File: src/rtl/chip8_ps2_pkg.sv
// Shared PS/2 definitions for the host transmitter (ps2out) and the receiver side:
// the transmitter state encoding, common keyboard command bytes and default timings.
package chip8_ps2_pkg;

  typedef enum logic [2:0] {
    ST_IDLE,
    ST_INHIBIT,
    ST_REQ,
    ST_DATA,
    ST_PARITY,
    ST_STOP,
    ST_ACK,
    ST_WAITIDLE
  } ps2_state_e;

  localparam logic [7:0] PS2_CMD_SET_LEDS = 8'hED;
  localparam logic [7:0] PS2_CMD_RESET    = 8'hFF;
  localparam logic [7:0] PS2_CMD_ENABLE   = 8'hF4;

  // 100 us and 15 ms at a 50 MHz clk
  localparam int PS2_INHIBIT_CYCLES_DEF = 5000;
  localparam int PS2_TIMEOUT_CYCLES_DEF = 750000;

  // Parity bit that makes the byte plus parity hold an odd number of ones
  function automatic logic odd_parity(input logic [7:0] d);
    return ~^d;
  endfunction

endpackage

File: src/rtl/ps2_sync.sv
// Two-flop synchroniser for one raw PS/2 line plus a falling-edge detector.
// Flops come out of reset at the idle-high line level so no false edge is seen.
module ps2_sync (
  input  logic clk,
  input  logic res,
  input  logic i_line,
  output logic o_level,
  output logic o_fall
);

  logic r_meta;
  logic r_sync;
  logic r_prev;

  // Resynchronise the line and keep one cycle of history for edge detection
  always_ff @(posedge clk or posedge res) begin
    if (res) begin
      r_meta <= 1'b1;
      r_sync <= 1'b1;
      r_prev <= 1'b1;
    end else begin
      r_meta <= i_line;
      r_sync <= r_meta;
      r_prev <= r_sync;
    end
  end

  assign o_level = r_sync;
  assign o_fall  = r_prev & ~r_sync;

endmodule

File: src/rtl/ps2out.sv
// PS/2 host-to-device command transmitter. Inhibits the bus, issues a request-to-send,
// shifts out 8 data bits LSB first, odd parity and stop on device clock falling edges,
// then samples the device ack bit and waits for the bus to return idle.
// Optional watchdog: define PS2OUT_TIMEOUT_EN to abort a stalled frame after
// TIMEOUT_CYCLES with done and ack_err set.
//
// state    | meaning
// ---------+-----------------------------------------------------------
// IDLE     | ready for send, both lines released
// INHIBIT  | clock held low for INHIBIT_CYCLES
// REQ      | start bit (data low), clock released, waiting first edge
// DATA     | shifting cmd bits 0..7 on device falling edges
// PARITY   | parity bit on the line
// STOP     | data released (stop bit), next edge samples the ack
// ACK      | record ack result
// WAITIDLE | wait for both lines high, then pulse done
module ps2out
  import chip8_ps2_pkg::*;
#(
  parameter int INHIBIT_CYCLES = PS2_INHIBIT_CYCLES_DEF,
  parameter int TIMEOUT_CYCLES = PS2_TIMEOUT_CYCLES_DEF
) (
  input  logic       clk,
  input  logic       res,
  input  logic       ps2_clk_in,
  input  logic       ps2_data_in,
  output logic       ps2_clk_oe,
  output logic       ps2_data_oe,
  input  logic       send,
  input  logic [7:0] cmd,
  output logic       ready,
  output logic       done,
  output logic       ack_err
);

  localparam int INH_W = (INHIBIT_CYCLES > 1) ? $clog2(INHIBIT_CYCLES) : 1;
  localparam logic [INH_W-1:0] INH_LOAD = INH_W'(INHIBIT_CYCLES - 1);

  ps2_state_e       r_state;
  ps2_state_e       w_next_state;
  logic [7:0]       r_cmd;
  logic             r_parity;
  logic [2:0]       r_bit_cnt;
  logic [INH_W-1:0] r_inh_cnt;
  logic             r_data_oe;
  logic             r_ack_seen;
  logic             r_ack_err;
  logic             w_clk_lvl;
  logic             w_clk_fall;
  logic             w_data_lvl;
  logic             w_data_fall_unused;
  logic             w_ready;
  logic             w_clk_oe;
  logic             w_done;
  logic             w_timeout;
  logic             w_req_entry;

  ps2_sync u_sync_clk (
    .clk     (clk),
    .res     (res),
    .i_line  (ps2_clk_in),
    .o_level (w_clk_lvl),
    .o_fall  (w_clk_fall)
  );

  // Data edges matter only to the receiver; the transmitter uses the level
  ps2_sync u_sync_data (
    .clk     (clk),
    .res     (res),
    .i_line  (ps2_data_in),
    .o_level (w_data_lvl),
    .o_fall  (w_data_fall_unused)
  );

  assign w_req_entry = (r_state == ST_INHIBIT) && (r_inh_cnt == '0);

`ifdef PS2OUT_TIMEOUT_EN
  localparam int WD_W = (TIMEOUT_CYCLES > 1) ? $clog2(TIMEOUT_CYCLES) : 1;
  localparam logic [WD_W-1:0] WD_LOAD = WD_W'(TIMEOUT_CYCLES - 1);

  logic [WD_W-1:0] r_wd_cnt;
  logic            w_wd_active;

  assign w_wd_active = (r_state != ST_IDLE) && (r_state != ST_INHIBIT);
  assign w_timeout   = w_wd_active && (r_wd_cnt == '0);

  // Watchdog down-counter, restarted on request and on every device clock edge
  always_ff @(posedge clk or posedge res) begin
    if (res) begin
      r_wd_cnt <= '0;
    end else if (w_req_entry || (w_wd_active && w_clk_fall)) begin
      r_wd_cnt <= WD_LOAD;
    end else if (w_wd_active && (r_wd_cnt != '0)) begin
      r_wd_cnt <= r_wd_cnt - 1'b1;
    end
  end
`else
  // Watchdog compiled out: this compare is a constant 0
  assign w_timeout = (TIMEOUT_CYCLES < 0);
`endif

  // State register
  always_ff @(posedge clk or posedge res) begin
    if (res) r_state <= ST_IDLE;
    else     r_state <= w_next_state;
  end

  // Next-state decode and state-derived outputs
  always_comb begin
    w_next_state = r_state;
    w_ready      = 1'b0;
    w_clk_oe     = 1'b0;
    w_done       = 1'b0;
    case (r_state)
      ST_IDLE: begin
        w_ready = 1'b1;
        if (send) w_next_state = ST_INHIBIT;
      end
      ST_INHIBIT: begin
        w_clk_oe = 1'b1;
        if (r_inh_cnt == '0) w_next_state = ST_REQ;
      end
      ST_REQ:    if (w_clk_fall) w_next_state = ST_DATA;
      ST_DATA:   if (w_clk_fall && (r_bit_cnt == 3'd7)) w_next_state = ST_PARITY;
      ST_PARITY: if (w_clk_fall) w_next_state = ST_STOP;
      ST_STOP:   if (w_clk_fall) w_next_state = ST_ACK;
      ST_ACK:    w_next_state = ST_WAITIDLE;
      ST_WAITIDLE: begin
        if (w_clk_lvl && w_data_lvl) begin
          w_done       = 1'b1;
          w_next_state = ST_IDLE;
        end
      end
      default: w_next_state = ST_IDLE;
    endcase
    if (w_timeout) begin
      w_done       = 1'b1;
      w_next_state = ST_IDLE;
    end
  end

  // Frame datapath: command latch, inhibit timer, data line drive and ack capture
  always_ff @(posedge clk or posedge res) begin
    if (res) begin
      r_cmd      <= '0;
      r_parity   <= 1'b0;
      r_bit_cnt  <= '0;
      r_inh_cnt  <= '0;
      r_data_oe  <= 1'b0;
      r_ack_seen <= 1'b0;
      r_ack_err  <= 1'b0;
    end else begin
      case (r_state)
        ST_IDLE: begin
          r_data_oe <= 1'b0;
          if (send) begin
            r_cmd     <= cmd;
            r_parity  <= odd_parity(cmd);
            r_inh_cnt <= INH_LOAD;
            r_ack_err <= 1'b0;
          end
        end
        ST_INHIBIT: begin
          if (r_inh_cnt != '0) r_inh_cnt <= r_inh_cnt - 1'b1;
          else                 r_data_oe <= 1'b1;
        end
        ST_REQ: begin
          if (w_clk_fall) begin
            r_data_oe <= ~r_cmd[0];
            r_bit_cnt <= '0;
          end
        end
        ST_DATA: begin
          if (w_clk_fall) begin
            if (r_bit_cnt == 3'd7) begin
              r_data_oe <= ~r_parity;
            end else begin
              r_bit_cnt <= r_bit_cnt + 3'd1;
              r_data_oe <= ~r_cmd[r_bit_cnt + 3'd1];
            end
          end
        end
        ST_PARITY: if (w_clk_fall) r_data_oe <= 1'b0;
        ST_STOP:   if (w_clk_fall) r_ack_seen <= ~w_data_lvl;
        ST_ACK:    r_ack_err <= ~r_ack_seen;
        default: ;
      endcase
      if (w_timeout) begin
        r_data_oe <= 1'b0;
        r_ack_err <= 1'b1;
      end
    end
  end

  assign ps2_clk_oe  = w_clk_oe;
  assign ps2_data_oe = r_data_oe;
  assign ready       = w_ready;
  assign done        = w_done;
  assign ack_err     = r_ack_err | w_timeout;

endmodule

File: config.mk
export PLATFORM = sky130hd
export DESIGN_NAME = ps2out
export DESIGN_NICKNAME = d
export VERILOG_FILES = /design/src/rtl/chip8_ps2_pkg.sv /design/src/rtl/ps2_sync.sv /design/src/rtl/ps2out.sv
export SDC_FILE = /design/constraint.sdc
export NUM_CORES = 1
export LEC_CHECK = 0
export ABC_AREA = 1
export CORE_ASPECT_RATIO = 0.75
export CORE_MARGIN = 4
export CORE_UTILIZATION = 45
export CTS_CLUSTER_DIAMETER = 100
export DETAILED_ROUTE_END_ITERATION = 6
export DONT_BUFFER_PORTS = 1
export GPL_TIMING_DRIVEN = 0
export PLACE_DENSITY_LB_ADDON = 0.15
export REMOVE_ABC_BUFFERS = 1
export SYNTH_ARGS = -nofsm -noshare
export SYNTH_HDL_FRONTEND = slang
export SYNTH_HIERARCHICAL = 1
export SYNTH_SLANG_ARGS = --single-unit
File: constraint.sdc
create_clock -name clk -period 1.5 [get_ports clk]
set_input_delay 0.225 -clock clk [delete_from_list [all_inputs] [get_ports clk]]
set_output_delay 0.225 -clock clk [all_outputs]
set_load 0.01 [all_outputs]
==> flow_metrics.py, run 1 <==
metrics = {
    "placement": {
        "dp_cells": 324,
        "pre_cts_ws_ns": -0.350,
        "numPortBuffers": 0,
        "gp_congestion": 0.908,
        "placed_area_um2": 2110,
        "hpwlAfterDp_um": 3000,
    },
    "run": {
        "cap_violations": 0,
    },
    "sta": {
        "finalCriticalPeriod_ns": 1.47,
        "tns_ns": 0,
        "worst_slew_pin_slew_ns": 1.19,
        "period_share_pct": 98.0,
        "max_slew_margin_pct": 20.4,
        "final_max_slew_viol_count": 0,
        "grt_setup_unrepaired": "true",
        "holdWs_ns": 0.0421,
        "skew_ns": 0.00104,
        "setup_viol": 0,
        "finalHoldViolCount": 0,
        "setup_slack_ns": 0.0305,
        "max_freq_mhz": 681,
    },
    "global_routing": {
        "grt.overflow.total": 0,
        "grt_max_degree": 32,
        "grt.total_usage_pct": 16.3,
        "grt_pass1_wl_um": 7310,
        "grt_pass1_vias": 1564,
        "antenna_found_initial": 0,
    },
    "min_path": {
        "hp-class": "in2reg",
    },
    "detailed_routing": {
        "num_vias": 1773,
        "viasPerCell": 5.01,
        "wl_met1_um": 2310,
        "drt_pass1_iterations": 4,
        "routed.top_layer": "met4",
        "wl_met3_um": 321,
        "wl_met2_um": 1950,
        "drt_iter0_drc": 122,
        "routed_wl_um": 4650,
        "wl_per_cell_um": 13.1,
        "ant_nets": 0,
        "drc": 0,
    },
    "synth": {
        "syn-instance-count": 272,
        "avgSynthCellArea_um2": 7.67,
        "yosysWarnings": 6,
        "synth_area_um2": 2090,
    },
    "clock_network": {
        "cts_tree": "done",
        "root_buffer": "clkbuf_8",
        "clockBufferDepth": 2,
        "clk_pin_slew_ns": 0.07,
        "cts_made_buffers": 5,
        "clock_sinks": 36,
        "htree_levels": 2,
        "clock_latency_ns": 0.29,
    },
    "finish": {
        "syn_to_final_growth_pct": 20.1,
        "final_cell_area_um2": 2510,
        "seq_area_um2": 917,
        "final_cell_count_no_fill": 354,
        "nFillCells": 426,
        "drive_gt1_share_pct": 25.9,
        "fin_util_pct": 56.1,
        "fin_nets": 314,
        "multi_input_area_um2": 1120,
        "num_antenna_cells": 0,
    },
    "die": {
        "fp.dieArea_um2": 5800,
        "die_h_um": 67.0,
        "core.rowCount": 21,
        "ios": 18,
        "die_x_um": 86.6,
        "core_area_um2": 4470,
        "initial_core_util_pct": 46.7,
    },
    "worst_setup_path": {
        "crit_type": "reg2reg",
        "cp-start-kind": "flop",
        "crit_path_max_fanout": 8,
        "crit_arrival_ns": 1.65,
        "timing.critical_path.required_ns": 1.68,
        "end_kind": "flop",
    },
    "power_and_ir_drop": {
        "power_mw": 4.88,
        "cellLeakagePower_nw": 1.19,
        "powerDensity_nw_per_um2": 1950,
        "peakVddDrop_v": 0.000812,
    },
    "status": {
        "status": "finished, final reports clean",
    },
}
critical path, cell delays in order, from the launching register on:
cell,delay (ns)
dfrtp_2,0.47
inv_2,0.10
nand2_4,0.07
nor2_8,0.19
nand2_4,0.11
buf_12,0.14
buf_6,0.10
a21oi_2,0.13
a21oi_2,0.04
path summary, 6_finish.rpt:
check | slack (ns) | cells past startpoint | start | endpoint
setup / recovery | 0.03 | 8 | r_state[1] | ps2_data_oe
setup reg to reg | 0.03 | 8 | r_state[1] | ps2_data_oe
max in group asynchronous | 0.56 | 1 | res | r_inh_cnt[4]
min in group asynchronous | 0.15 | 1 | res | r_ack_seen
hold reg to reg | 0.36 | 0 | u_sync_data/r_meta | u_sync_data/o_level
hold / removal | 0.04 | 2 | cmd[7] | r_cmd[7]
state kept, by name, summed over array words and instances, names as in the netlist:
name,cells
r_ack_seen,1
u_sync_clk/o_level,1
u_sync_data/o_level,1
r_cmd,8
ps2_data_oe,1
r_state,3
u_sync_clk/r_prev,1
r_inh_cnt,13
r_bit_cnt,3
u_sync_clk/r_meta,1
u_sync_data/r_meta,1
ack_err,1
r_parity,1
repair_timing:
action,4_1_cts,5_1_grt
setup endpoints to repair,26,18
resized for setup,10,38
endpoints found under the hold margin,7,0
buffers inserted,3,15
pin swaps,2,10
hold buffers,3,0
cloned,0,2
power by group:
part | internal [mW] | switching, mW | leakage [nW]
combinational | 1.04 | 1.52 | 0.713
clock | 0.315 | 0.333 | 0.0410
sequential | 1.33 | 0.351 | 0.432
total | 2.68 | 2.20 | 1.19
layout by cell type (no fill, tap or decap), types with 2 or more instances in the layout:
cell and count:
nor2_2 5, o31ai_1 2, a21oi_2 2, dlygate4sd3_1 3, xor2_1 8, buf_4 15, inv_2 4, dfrtp_2 8
dfstp_2 5, o21ai_1 10, inv_1 24, o21ai_0 9, or2_1 2, nand2_1 82, nand2_4 3, dfrtp_1 23
clkinv_2 2, nor2_4 5, nor3_1 2, clkbuf_8 5, xnor2_1 4, nand3_1 24, nand2_2 8, nor2_1 21
ha_2 2, o21ai_2 4, buf_6 2
layout make-up:
cell class | instances | share of cell area (%)
multi-input combinational | 202 | 44.8
sequential | 36 | 36.6
timing repair buffer | 21 | 7.39
inverter | 31 | 5.29
clock buffer | 6 | 2.90
tap | 57 | 2.85
clock inverter | 1 | 0.200
layer usage:
metal  global-route usage (%)  vias up
met5                        0        -
li1                         -      904
met3                     5.19        6
met1                     23.3      812
met2                     23.5       51
met4                     4.67        0
Note: power is estimated with default switching activity, not from simulation.
==> run 2, diff against run 1 <==
- SYNTH_HIERARCHICAL: 1 -> not set
==> run 2 against run 1 <==
Maximum frequency is essentially flat. Sequential share of layout area decreased by 1.2 points. Synthesized cell count rose by 8.5%. Hold slack got worse by 0.00099 ns. Power rose by 7.8%. Non-clock buffer count increased by 1. Count of clock-buffer cells in the layout shrank 1. First-iteration DRC count shrank 14%. Flip-flop and latch count unchanged. Clock skew rose by 0.0085 ns.
==> flow_metrics.py, run 2 <==
metrics = {
    "status": {
        "status": "finished, final reports clean",
    },
    "detailed_routing": {
        "ant_nets": 0,
        "drt_iter0_drc": 105,
        "num_vias": 1871,
        "routed_wl_um": 4700,
        "wl_met3_um": 281,
        "routed.top_layer": "met4",
        "drc": 0,
        "drt_pass1_iterations": 4,
        "wl_met2_um": 1910,
        "wl_met1_um": 2470,
        "viasPerCell": 4.96,
        "wl_per_cell_um": 12.5,
    },
    "worst_setup_path": {
        "cp-start-kind": "flop",
        "crit_slowest_cell": "dfrtp_2",
        "end_kind": "output pin",
        "timing.critical_path.buf_inv": 1,
        "r2r_setup_slack_ns": 0.03,
        "timing.critical_path.required_ns": 1.27,
        "critPathTopFamily": "flip-flops",
        "cpPeakStageDelay_ns": 0.46,
        "crit_path_max_fanout": 8,
        "cp_cell_sequence": "clkinvlp_4, nor2_8",
        "crit_type": "reg2out",
        "crit_arrival_ns": 1.24,
    },
    "placement": {
        "pre_cts_ws_ns": -0.740,
        "placed_area_um2": 2150,
        "gp_congestion": 0.822,
        "numPortBuffers": 0,
        "dp_cells": 346,
        "hpwlAfterDp_um": 3180,
    },
    "sta": {
        "period_share_pct": 97.9,
        "final_max_slew_viol_count": 0,
        "setup_slack_ns": 0.0317,
        "worst_slew_pin_slew_ns": 0.733,
        "grt_setup_unrepaired": "true",
        "finalCriticalPeriod_ns": 1.47,
        "finalHoldViolCount": 0,
        "max_slew_margin_pct": 51.1,
        "max_freq_mhz": 681,
        "setup_viol": 0,
        "skew_ns": 0.00952,
    },
    "power_and_ir_drop": {
        "combPwrFrac_pct": 50.9,
        "peakVddDrop_v": 0.000843,
        "p_clk_share_pct": 16.6,
        "p_int_mw": 2.92,
        "cellLeakagePower_nw": 1.25,
        "powerDensity_nw_per_um2": 2030,
        "seqPwrFrac_pct": 32.5,
        "p_switching_mw": 2.34,
        "p_sw_share_pct": 44.5,
    },
    "die": {
        "ios": 18,
        "die_h_um": 67.6,
        "fp.dieArea_um2": 5920,
        "core_area_um2": 4520,
        "initial_core_util_pct": 47.2,
        "die_x_um": 87.5,
        "core.rowCount": 21,
    },
    "synth": {
        "synthAdderAreaFrac_pct": 2.35,
        "synth-edff-count": 0,
        "yosysSeqAreaShare_pct": 42.5,
        "yosysMostFrequentCell": "nand2_1",
        "async_reset_ff_share_pct": 100,
        "avgSynthCellArea_um2": 7.23,
        "ys_ff_latch": 36,
        "yosys.area_share.simple_pct": 36.6,
        "yosysTopAreaCell": "dfrtp_1",
        "ys_top_cells_by_count": "nand2_1 (109), inv_1 (32), dfrtp_1 (31), nor2_1 (28), nand3_1 (22)",
        "yosysUniqueCellTypes": 27,
        "synth_area_um2": 2130,
        "synth_ff_type": "dfrtp_1",
        "synth_top_family_by_area": "simple AND/OR/NAND/NOR gates",
        "synth_mux_area_share_pct": 0,
        "syn-instance-count": 295,
        "synth-xor-area-share_pct": 2.46,
        "yosysWarnings": 0,
        "synth_area_leaders": "dfrtp_1 (36%), nand2_1 (19%), dfstp_2 (6.2%)",
        "post-synth-top-area-fraction_pct": 36.4,
        "synth_compound_area_share_pct": 7.45,
    },
    "finish": {
        "regMostFlops": "r_inh_cnt",
        "largest_reg_flops": 13,
        "drive_gt1_share_pct": 23.8,
        "final_cell_area_um2": 2590,
        "fin_nets": 336,
        "layout_common_cells": "nand2_1 (105), inv_1 (27), dfrtp_1 (24)",
        "final_common_cell": "nand2_1",
        "final_cell_count_no_fill": 377,
        "fin_util_pct": 57.3,
        "syn_to_final_growth_pct": 21.4,
        "nFillCells": 418,
        "num_antenna_cells": 0,
        "reg_top3": "r_inh_cnt (13), r_cmd (8)",
    },
    "clock_network": {
        "cts_made_buffers": 5,
        "clk_pin_slew_ns": 0.08,
        "htree_levels": 2,
        "cts_tree": "done",
        "clock_latency_ns": 0.30,
        "root_buffer": "clkbuf_8",
        "clock_sinks": 36,
        "clockBufferDepth": 2,
    },
    "global_routing": {
        "grt_pass1_vias": 1671,
        "grt.overflow.total": 0,
        "grt_max_degree": 37,
        "grt_pass1_wl_um": 7730,
        "antenna_found_initial": 0,
        "grt.total_usage_pct": 17.2,
    },
    "run": {
        "cap_violations": 0,
    },
    "min_path": {
        "hp-class": "in2reg",
    },
}
==> run 2: kinds of logic (layout without fill, tap and decap cells) <==
kind of cell | Yosys count | after routing
xor+xnor | 6 | 6
flops | 36 | 36
compound gates | 28 | 28
simple gates | 180 | 181
fa+ha+maj | 4 | 4
buf+inv | 41 | 65
==> run 2: final timing paths <==
path	from	endpoint	depth (start not counted)
setup / recovery	r_state[0]	ps2_clk_oe	2
hold / removal	cmd[5]	r_cmd[5]	2
setup reg to reg	r_state[0]	r_inh_cnt[3]	5
hold reg to reg	u_sync_clk.r_meta	u_sync_clk.o_level	0
max in group asynchronous	res	r_inh_cnt[5]	2
min in group asynchronous	res	r_inh_cnt[10]	2
==> run 2: routing by layer <==
metal / GRT usage (%) / vias to the layer above
met1: 24.3 / 852
met2: 25.1 / 41
li1: - / 973
met5: 0 / -
met3: 5.85 / 5
met4: 4.21 / 0
==> run 2: layout make-up <==
| cell class | instances | area (µm²) | share of cell area, % |
|---|---|---|---|
| Sequential cell | 36 | 916 | 35.4 |
| Timing Repair Buffer | 22 | 193 | 7.44 |
| Clock buffer | 5 | 68.8 | 2.66 |
| Inverter | 35 | 141 | 5.46 |
| Clock inverter | 3 | 42.5 | 1.64 |
| Tap cell | 57 | 71.3 | 2.75 |
| Multi-Input combinational cell | 219 | 1160 | 44.7 |
==> run 2: power groups by stage <==
stage | Combinational (mW) | Sequential, mW | Clock (mW)
after floorplan | 1.63 | 1.59 | 0
after global placement | 1.94 | 1.69 | 0
after detailed placement | 1.98 | 1.68 | 0
after CTS | 2.32 | 1.67 | 0.893
after global routing | 3.02 | 1.76 | 0.933
final | 2.68 | 1.71 | 0.872
==> run 2: repair_timing <==
action / in CTS / in global routing
pin swaps: 3 / 8
setup buffers: 8 / 11
gates resized for setup: 13 / 30
cloned: 1 / 0
hold buffers: 3 / 0
setup endpoints to repair: 29 / 33
endpoints found under the hold margin: 33 / 0
==> run 2: worst reg2reg max path: cells and delay by family (launching register included) <==
| family | cells | cell delay [ns] |
|---|---|---|
| AND/OR/NAND/NOR | 2 | 0.50 |
| flip-flops | 1 | 0.46 |
| buffers and inverters | 2 | 0.33 |
| AO/OA/AOI/OAI | 1 | 0.11 |
==> run 2: stage by stage <==
stage                     setup TNS, ns  total power, mW  hold slack (ns)
after floorplan                   -1.29             3.22            0.229
after global placement            -9.27             3.63            0.230
after detailed placement          -9.15             3.66            0.230
after CTS                             0             4.88           0.0356
after global routing             -0.118             5.72           0.0311
final                                 0             5.26           0.0411
==> run 3, diff against run 2 <==
- CORE_ASPECT_RATIO: 0.75 -> 1.25
- SKIP_LAST_GASP: not set -> 1
==> run 3 against run 2 <==
First-iteration DRC count grew 44%. Critical path type is now reg2reg. Clock power shrank 2.6%. Hold slack gained 0.0045 ns. Critical endpoint is now r_inh_cnt[0]. Final cell count grew 1.9%. Die area is essentially flat.
==> flow_metrics.py, run 3 (synthesis results as in run 2) <==
metrics = {
    "finish": {
        "final_cell_count_no_fill": 384,
        "fin_util_pct": 59.0,
        "fin_nets": 342,
        "final_common_cell": "nand2_1",
        "regMostFlops": "r_inh_cnt",
        "reg_top3": "r_inh_cnt (13), r_cmd (8)",
        "drive_gt1_share_pct": 24.8,
        "num_antenna_cells": 0,
        "largest_reg_flops": 13,
        "syn_to_final_growth_pct": 24.3,
        "layout_common_cells": "nand2_1 (108), inv_1 (27), dfrtp_1 (24)",
    },
    "detailed_routing": {
        "drt_iter0_drc": 151,
        "drc": 0,
        "viasPerCell": 5.03,
        "num_vias": 1931,
        "drt_pass1_iterations": 4,
        "ant_nets": 0,
        "wl_per_cell_um": 12.7,
        "routed_wl_um": 4880,
    },
    "placement": {
        "gp_congestion": 0.843,
        "hpwlAfterDp_um": 3160,
        "pre_cts_ws_ns": -0.733,
        "numPortBuffers": 0,
        "dp_cells": 348,
    },
    "sta": {
        "skew_ns": 0.00784,
        "max_slew_margin_pct": 50.7,
        "finalCriticalPeriod_ns": 1.48,
        "setup_viol": 0,
        "setup_slack_ns": 0.0202,
        "worst_slew_pin_slew_ns": 0.739,
        "period_share_pct": 98.7,
        "final_max_slew_viol_count": 0,
        "max_freq_mhz": 676,
        "finalHoldViolCount": 0,
        "grt_setup_unrepaired": "true",
    },
    "die": {
        "ios": 18,
        "initial_core_util_pct": 47.5,
        "core_area_um2": 4490,
        "core.rowCount": 27,
        "fp.dieArea_um2": 5910,
        "die_x_um": 69.6,
        "die_h_um": 85.0,
    },
    "worst_setup_path": {
        "crit_arrival_ns": 1.66,
        "end_kind": "flop",
        "crit_type": "reg2reg",
        "timing.critical_path.required_ns": 1.68,
        "crit_path_max_fanout": 11,
        "cp-start-kind": "flop",
    },
    "global_routing": {
        "grt.overflow.total": 0,
        "grt.total_usage_pct": 17.1,
        "grt_pass1_wl_um": 8220,
        "grt_pass1_vias": 1869,
        "antenna_found_initial": 0,
        "grt_max_degree": 21,
    },
    "clock_network": {
        "clock_sinks": 36,
        "cts_made_buffers": 5,
        "htree_levels": 2,
        "cts_tree": "done",
        "clockBufferDepth": 2,
        "clk_pin_slew_ns": 0.07,
        "clock_latency_ns": 0.29,
        "root_buffer": "clkbuf_8",
    },
    "power_and_ir_drop": {
        "power_mw": 5.36,
        "powerDensity_nw_per_um2": 2020,
        "peakVddDrop_v": 0.000769,
        "cellLeakagePower_nw": 1.28,
    },
    "run": {
        "cap_violations": 0,
    },
    "status": {
        "status": "finished, final reports clean",
    },
    "min_path": {
        "hp-class": "in2reg",
    },
}
[run 3: cell types whose count changed in the layout (fill, tap and decap cells not counted), sizes merged]
cell      previous run  this run
clkinvlp             3         2
clkbuf               5         6
buf                 19        25
[run 3: path summary, 6_finish.rpt]
kind	start	slack [ns]	to	depth (start not counted)
hold / removal	cmd[1]	0.05	r_cmd[1]	2
setup / recovery	r_inh_cnt[3]	0.02	r_inh_cnt[0]	8
max in group asynchronous	res	0.44	r_bit_cnt[0]	3
min in group asynchronous	res	0.50	r_inh_cnt[7]	2
setup reg to reg	r_inh_cnt[3]	0.02	r_inh_cnt[0]	8
hold reg to reg	u_sync_data.r_meta	0.36	u_sync_data.o_level	0
[run 3: layer usage]
metal | global-route usage [%] | routed length, µm | vias to the layer above
met4 | 6.57 | 89 | 0
li1 | - | - | 981
met2 | 29.6 | 2450 | 42
met3 | 3.79 | 209 | 7
met1 | 20.8 | 2130 | 901
met5 | 0 | 0 | -
[run 3: cell type report]
cell class,instances,area (µm²)
clock buffers,6,72.6
clock inverters,2,35.0
fillers,397,1840
inverters,35,141
multi-input cells,219,1150
flip-flops and latches,36,916
well taps,58,72.6
repair buffers,28,262
[run 3: critical path: stages (launching register included)]
cell     delay (ns)
dfrtp_2        0.45
nor2_2         0.19
nand2_1        0.09
nor2_2         0.13
nand2_2        0.10
nand2_4        0.13
nand2_4        0.11
o21ai_0        0.09
o21ai_1        0.08
[run 3: where the power goes]
part	leakage [nW]	internal, mW	switching [mW]	total [mW]
Combinational	0.795	1.17	1.64	2.80
Sequential	0.430	1.35	0.361	1.71
Clock	0.0552	0.493	0.356	0.849
[run 3: repair_timing]
action / CTS / global route
hold buffers: 3 / 0
gates resized for setup: 12 / 26
setup buffers: 7 / 17
pin swaps: 3 / 11
hold endpoints to repair: 13 / 0
setup endpoints to repair: 29 / 31
cloned: 1 / 0
[run 3: stage by stage]
stage / cell area, µm² / hold slack, ns / TNS [ns]
global placement: 2150 / 0.230 / -8.86
CTS: 2440 / 0.0394 / 0
detailed placement: 2180 / 0.230 / -9.01
finish: 2650 / 0.0456 / 0
global route: 2650 / 0.0479 / -1.27
floorplan: 2080 / 0.229 / -1.29
